===== src/rtl/keynsham_dma_engine_if.sv =====
// Peripheral-bus link used for both the DMA config port (responder side)
// and its copy port (initiator side).
interface keynsham_dma_engine_if;
  logic        access;
  logic        cs;
  logic [29:0] addr;
  logic [31:0] wr_val;
  logic        wr_en;
  logic [3:0]  bytesel;
  logic        error;
  logic        ack;
  logic [31:0] data;

  modport master (
    output access, addr, wr_val, wr_en, bytesel,
    input  ack, error, data
  );

  modport slave (
    input  access, addr, wr_val, wr_en, bytesel,
    output cs, ack, error, data
  );
endinterface


===== src/rtl/keynsham_dma_engine.sv =====
// Single-channel word-copy DMA: config registers on a responder port,
// copies LEN words SRC->DST as a bus initiator, level irq on done/fault.
module keynsham_dma_engine #(
  parameter logic [31:0] bus_address    = 32'h0,
  parameter logic [31:0] bus_size       = 32'h0,
  parameter int unsigned timeout_cycles = 256,
  parameter int unsigned len_bits       = 16
) (
  input  logic                 clk,
  input  logic                 rst,
  keynsham_dma_engine_if.slave  bus,
  keynsham_dma_engine_if.master m,
  output logic                 irq
);

  typedef enum logic [2:0] {S_IDLE, S_RD, S_GAP_W, S_WR, S_GAP_R, S_FIN} state_t;

  localparam int unsigned TW = (timeout_cycles > 1) ? $clog2(timeout_cycles) : 1;
  localparam logic [TW-1:0] TMO_LAST = TW'(timeout_cycles - 1);

  state_t              state, state_nx;
  logic [29:0]         src, dst;
  logic [len_bits-1:0] len;
  logic                done, err, irqen;
  logic [31:0]         hold;
  logic [TW-1:0]       tmo_cnt;
  logic                ack_q;
  logic [31:0]         rdata_q;
  logic [32:0]         byte_addr, win_lo, win_hi;
  logic                hit, cfg_wr, cfg_rd, busy, start, in_acc, tmo, fault, acc_ok;
  logic [1:0]          reg_sel;
  logic [31:0]         rd_mux;
  logic                unused_bits;

  assign byte_addr = {1'b0, bus.addr, 2'b00};
  assign win_lo    = {1'b0, bus_address};
  assign win_hi    = win_lo + {1'b0, bus_size};
  assign bus.cs    = (byte_addr >= win_lo) && (byte_addr < win_hi);

  // ack_q masks a held strobe so each access is acknowledged exactly once
  assign hit     = bus.access & bus.cs & ~ack_q;
  assign cfg_wr  = hit & bus.wr_en;
  assign cfg_rd  = hit & ~bus.wr_en;
  assign reg_sel = bus.addr[1:0];
  assign busy    = (state != S_IDLE);
  assign start   = cfg_wr && (reg_sel == 2'd3) && bus.wr_val[0] && !busy;

  assign in_acc = (state == S_RD) || (state == S_WR);
  assign tmo    = (tmo_cnt == TMO_LAST);
  assign fault  = in_acc & (m.error | (~m.ack & tmo));
  assign acc_ok = in_acc & m.ack & ~m.error;

  assign bus.ack     = ack_q;
  assign bus.data    = rdata_q;
  assign bus.error   = 1'b0;
  assign m.bytesel   = '1;
  assign irq         = irqen & (done | err);
  assign unused_bits = &{1'b0, bus.bytesel, bus.wr_val};

  always_ff @(posedge clk) begin
    if (rst) state <= S_IDLE;
    else     state <= state_nx;
  end

  always_comb begin
    state_nx = state;
    unique case (state)
      S_IDLE:  if (start) state_nx = (len == '0) ? S_FIN : S_RD;
      S_RD:    if (fault) state_nx = S_IDLE;
               else if (acc_ok) state_nx = S_GAP_W;
      S_GAP_W: state_nx = S_WR;
      S_WR:    if (fault) state_nx = S_IDLE;
               else if (acc_ok) state_nx = (len == len_bits'(1)) ? S_IDLE : S_GAP_R;
      S_GAP_R: state_nx = S_RD;
      S_FIN:   state_nx = S_IDLE;
      default: state_nx = S_IDLE;
    endcase
  end

  always_comb begin
    m.access = 1'b0;
    m.wr_en  = 1'b0;
    m.addr   = '0;
    m.wr_val = '0;
    unique case (state)
      S_RD: begin
        m.access = 1'b1;
        m.addr   = src;
      end
      S_WR: begin
        m.access = 1'b1;
        m.wr_en  = 1'b1;
        m.addr   = dst;
        m.wr_val = hold;
      end
      default: ;
    endcase
  end

  always_comb begin
    rd_mux = '0;
    unique case (reg_sel)
      2'd0: rd_mux = {2'b00, src};
      2'd1: rd_mux = {2'b00, dst};
      2'd2: rd_mux = 32'(len);
      2'd3: rd_mux = {27'd0, irqen, err, done, busy, 1'b0};
      default: ;
    endcase
  end

  always_ff @(posedge clk) begin
    if (rst) begin
      ack_q   <= 1'b0;
      rdata_q <= '0;
      src     <= '0;
      dst     <= '0;
      len     <= '0;
      done    <= 1'b0;
      err     <= 1'b0;
      irqen   <= 1'b0;
      hold    <= '0;
      tmo_cnt <= '0;
    end else begin
      ack_q   <= hit;
      rdata_q <= cfg_rd ? rd_mux : '0;

      if (cfg_wr) begin
        unique case (reg_sel)
          2'd0: if (!busy) src <= bus.wr_val[29:0];
          2'd1: if (!busy) dst <= bus.wr_val[29:0];
          2'd2: if (!busy) len <= bus.wr_val[len_bits-1:0];
          default: begin
            irqen <= bus.wr_val[4];
            if (bus.wr_val[2] || start) done <= 1'b0;
            if (bus.wr_val[3] || start) err  <= 1'b0;
          end
        endcase
      end

      if (in_acc) tmo_cnt <= tmo_cnt + 1'b1;
      else        tmo_cnt <= '0;

      // transfer events are applied last so they win over a same-cycle W1C
      if (fault) begin
        err  <= 1'b1;
        done <= 1'b0;
      end else if (acc_ok) begin
        if (state == S_RD) begin
          hold <= m.data;
        end else begin
          src <= src + 30'd1;
          dst <= dst + 30'd1;
          len <= len - 1'b1;
          if (len == len_bits'(1)) done <= 1'b1;
        end
      end

      if (state == S_FIN) done <= 1'b1;
    end
  end

endmodule


===== src/flat_wrapper.sv =====
// flat-port wrapper written by rule: the top's interface ports become plain ports
module keynsham_dma_engine_flat 
#(
  parameter logic [31:0] bus_address    = 32'h0,
  parameter logic [31:0] bus_size       = 32'h0,
  parameter int unsigned timeout_cycles = 256,
  parameter int unsigned len_bits       = 16
)
  (clk, rst, irq, bus_access, bus_addr, bus_wr_val, bus_wr_en, bus_bytesel, bus_cs, bus_ack, bus_error, bus_data, m_access, m_addr, m_wr_val, m_wr_en, m_bytesel, m_ack, m_error, m_data);
  keynsham_dma_engine_if bus_i ();
  keynsham_dma_engine_if m_i ();
  input  logic clk;
  input  logic rst;
  output logic irq;
  input wire logic [$bits(bus_i.access)-1:0] bus_access;
  input wire logic [$bits(bus_i.addr)-1:0] bus_addr;
  input wire logic [$bits(bus_i.wr_val)-1:0] bus_wr_val;
  input wire logic [$bits(bus_i.wr_en)-1:0] bus_wr_en;
  input wire logic [$bits(bus_i.bytesel)-1:0] bus_bytesel;
  output wire logic [$bits(bus_i.cs)-1:0] bus_cs;
  output wire logic [$bits(bus_i.ack)-1:0] bus_ack;
  output wire logic [$bits(bus_i.error)-1:0] bus_error;
  output wire logic [$bits(bus_i.data)-1:0] bus_data;
  output wire logic [$bits(m_i.access)-1:0] m_access;
  output wire logic [$bits(m_i.addr)-1:0] m_addr;
  output wire logic [$bits(m_i.wr_val)-1:0] m_wr_val;
  output wire logic [$bits(m_i.wr_en)-1:0] m_wr_en;
  output wire logic [$bits(m_i.bytesel)-1:0] m_bytesel;
  input wire logic [$bits(m_i.ack)-1:0] m_ack;
  input wire logic [$bits(m_i.error)-1:0] m_error;
  input wire logic [$bits(m_i.data)-1:0] m_data;
  assign bus_i.access = bus_access;
  assign bus_i.addr = bus_addr;
  assign bus_i.wr_val = bus_wr_val;
  assign bus_i.wr_en = bus_wr_en;
  assign bus_i.bytesel = bus_bytesel;
  assign bus_cs = bus_i.cs;
  assign bus_ack = bus_i.ack;
  assign bus_error = bus_i.error;
  assign bus_data = bus_i.data;
  assign m_access = m_i.access;
  assign m_addr = m_i.addr;
  assign m_wr_val = m_i.wr_val;
  assign m_wr_en = m_i.wr_en;
  assign m_bytesel = m_i.bytesel;
  assign m_i.ack = m_ack;
  assign m_i.error = m_error;
  assign m_i.data = m_data;
  keynsham_dma_engine #(.bus_address(bus_address), .bus_size(bus_size), .timeout_cycles(timeout_cycles), .len_bits(len_bits)) u_core (.clk(clk), .rst(rst), .bus(bus_i), .m(m_i), .irq(irq));
endmodule

===== config.mk =====
export PLATFORM = sky130hd
export DESIGN_NAME = keynsham_dma_engine_flat
export DESIGN_NICKNAME = d
export VERILOG_FILES = /design/src/rtl/keynsham_dma_engine_if.sv /design/src/rtl/keynsham_dma_engine.sv /design/src/flat_wrapper.sv
export SDC_FILE = /design/constraint.sdc
export NUM_CORES = 1
export LEC_CHECK = 0
export CAP_MARGIN = 0
export CELL_PAD_IN_SITES_DETAIL_PLACEMENT = 0
export CELL_PAD_IN_SITES_GLOBAL_PLACEMENT = 1
export CORE_MARGIN = 2
export CORE_UTILIZATION = 33
export CTS_CLUSTER_SIZE = 12
export DETAILED_ROUTE_END_ITERATION = 8
export PLACE_DENSITY_LB_ADDON = 0.08
export SETUP_SLACK_MARGIN = 0.05
export SLEW_MARGIN = 0
export SYNTH_ARGS = -nofsm -noshare
export SYNTH_HDL_FRONTEND = slang
export SYNTH_SLANG_ARGS = --single-unit

===== constraint.sdc =====
create_clock -name clk -period 3.18 [get_ports clk]
set_input_delay 0.795 -clock clk [delete_from_list [all_inputs] [get_ports clk]]
set_output_delay 0.795 -clock clk [all_outputs]
set_load 0.05 [all_outputs]

==> impl_metrics.tcl <==
set metrics [dict create \
    antenna_found_initial 0 \
    clock-sinks 119 \
    ir_worst_vdd_mv 0.3828 \
    layout_common_cells "118 x dfxtp_1, 89 x nand2_1, 84 x a21oi_1" \
    synthCells 762 \
    async_flop_share 0 \
    drt_iter0_drc 326 \
    pre_cts_ws_ps 48.83 \
    switching_power_w 0.0008311 \
    vias 5479 \
    syn_area_um2 6108 \
    critPathCaptureType "output port" \
    antenna_cells 0 \
    hold_violations 0 \
    worstPathArrival_ps 1980 \
    worstPathRequired_ps 2380 \
    tightest_slew_ps 768.5 \
    relSlewSlack 0.4877 \
    overflow 0 \
    min_path_type "reg2reg" \
    worst_clock_skew_ps 8.233 \
    comb_power_share 0.048 \
    nets 956 \
    yosysTopAreaCell "dfxtp_1" \
    viasPerCell 5.031 \
    fmax_ghz 0.3603 \
    syn_avg_cell_area_um2 8.016 \
    dr.pass1.iters 8 \
    cap_viol_max_count 0 \
    grt_pass1_wl_um 26340 \
    rows 49 \
    powerDensity_nw_per_um2 450.9 \
    ys_top_cells_by_area "dfxtp_1 39%, a21oi_1 6.9%, nand2_1 5.5%, mux2i_1 5.2%, buf_4 4.9%" \
    post-route-drc-count 6 \
    numCtsBuffers 17 \
    violations "DRC" \
    synth_edf_count 0 \
    clockRootBuffer "clkbuf_16" \
    grt_use_total 0.1658 \
    tritoncts "done" \
    multi_input_area_um2 3317 \
    worstSetupStartpointType "flip-flop" \
    clkTransAtPathRegs_ps 50 \
    drt_wl_total_um 16110 \
    io_pins 208 \
    ys_seq_area_frac 0.3900 \
    finalWorstSetupSlack_ps 404.6 \
    grt_max_degree 76 \
    netlist.area_leader.share 0.3900 \
    area_growth_pct 38.49 \
    synth_seq_cells 119 \
    setup_viol 0 \
    routabilityCongestion 0.7603 \
    die_area_um2 19610 \
    netlist-cell-type-count 44 \
    grt_setup_unrepaired "false" \
    fp.dieH_um 140.1 \
    critPathMaxFanout 11 \
    post_cts_buffers 0 \
    seqPwrFrac 0.391 \
    final.fill_count 1731 \
    clk_latency_ps 420 \
    leakage_nw 2.780 \
    drive_gt1_frac 0.1407 \
    portBuffers 99 \
    clockBufferDepth 2 \
    tns_ps 0 \
    start_util 0.3377 \
    design.core.area_um2 18090 \
    final_common_cell "dfxtp_1" \
    wire_per_inst_um 14.79 \
    period_share 0.8728 \
    p_clk_frac 0.561 \
    post-route-min-period_ps 2775 \
    worstSetupPathType "reg2out" \
    drv_slew 0 \
    netSwitchingFraction 0.2179 \
    synth_warnings 0 \
    postRouteAntennaNets 0 \
    grt_pass1_vias 5287 \
    cts.htree.levels 4 \
    cts_hold_buf 0 \
    cts_resized 0 \
    synthFlopType "dfxtp_1" \
    fp.dieW_um 140.1 \
    regArea_um2 2384 \
    internal_power_w 0.002983 \
    dpl.hpwl_um 11030 \
    outcome "finished with violations" \
]
[logic make-up after synthesis]
group,count (synthesis),synth area share
AO/OA/AOI/OAI,139,0.1288
XOR/XNOR,26,0.03728
adder cells (fa/ha/maj),5,0.01024
buffers and inverters,105,0.09074
flip-flops,119,0.3900
multiplexers,34,0.05612
other,2,0.001229
AND/OR/NAND/NOR,332,0.2855
[flip-flops by register name, indices dropped and copies added, names as in the netlist]
| name | flops |
|---|---|
| u_core.hold | 32 |
| u_core.dst | 30 |
| u_core.src | 30 |
| u_core.len | 16 |
| u_core.tmo_cnt | 8 |
| u_core.state | 3 |
[final cells by class]
class                   count  share of cell area
flip-flops and latches    119              0.2818
well taps                 229             0.03387
inverters                  16            0.007100
clock buffers              23             0.05650
multi-input cells         576              0.3921
clock inverters             9             0.02012
repair buffers            117              0.2085
[final timing paths]
path,from,endpoint,slack [ps],cells past startpoint
worst max register to register,u_core.dst[8],u_core.dst[25],720,4
worst max-delay path,u_core.state[0],m_addr[4],400,4
worst min-delay path,u_core.hold[3],u_core.hold[3],450,2
worst min register to register,u_core.hold[3],u_core.hold[3],450,2
[critical path, cell delays in order (launching register included)]
cell and delay (ps):
dfxtp_1 480, nand2b_1 350, buf_4 310, nor2_1 240
buf_12 180
[metrics by stage]
| stage | cells | hold slack [ps] | utilization | cell area [um2] | power (W) |
|---|---|---|---|---|---|
| after CTS | 1089 | 449.8 | 0.4677 | 8459 | 0.003864 |
| after detailed placement | 1057 | 441.8 | 0.4319 | 7811 | 0.001706 |
| after floorplan | 800 | 429.9 | - | 6251 | 0.001688 |
| after global routing | 1089 | 467.2 | 0.4677 | 8459 | 0.003933 |
| after global placement | 1057 | 437.5 | 0.4319 | 7811 | 0.001706 |
| final | 1089 | 448.4 | 0.4677 | 8459 | 0.003814 |
[layer usage]
layer | up-vias | track usage | part of all wire | routed length, um
li1 | 2763 | - | - | -
met1 | 2577 | 0.1868 | 0.43 | 6875
met2 | 126 | 0.2917 | 0.49 | 7825
met3 | 13 | 0.06291 | 0.076 | 1219
met4 | 0 | 0.04997 | 0.012 | 189
met5 | - | 0 | 0 | 0
[power by group through the flow]
| stage | logic [W] | clock network, W | registers (W) |
|---|---|---|---|
| after floorplan | 0.000164 | 0 | 0.00152 |
| after global placement | 0.000182 | 0 | 0.00152 |
| after detailed placement | 0.000183 | 0 | 0.00152 |
| after CTS | 0.000183 | 0.00219 | 0.00149 |
| after global routing | 0.000193 | 0.00225 | 0.00149 |
| final | 0.000183 | 0.00214 | 0.00149 |
[synthesized netlist by cell type (11+ instances only)]
cell type  count
a21oi_1       84
and2_1        33
buf_4         40
clkbuf_1      42
dfxtp_1      119
inv_1         15
mux2i_1       32
nand2_1       89
nand3_1       19
nand4_1       15
nor2_1        73
o21ai_0       12
o31ai_1       34
or3_1         23
or4_1         40
xnor2_1       15
xor2_1        11
(Power assumes the default switching activity.)
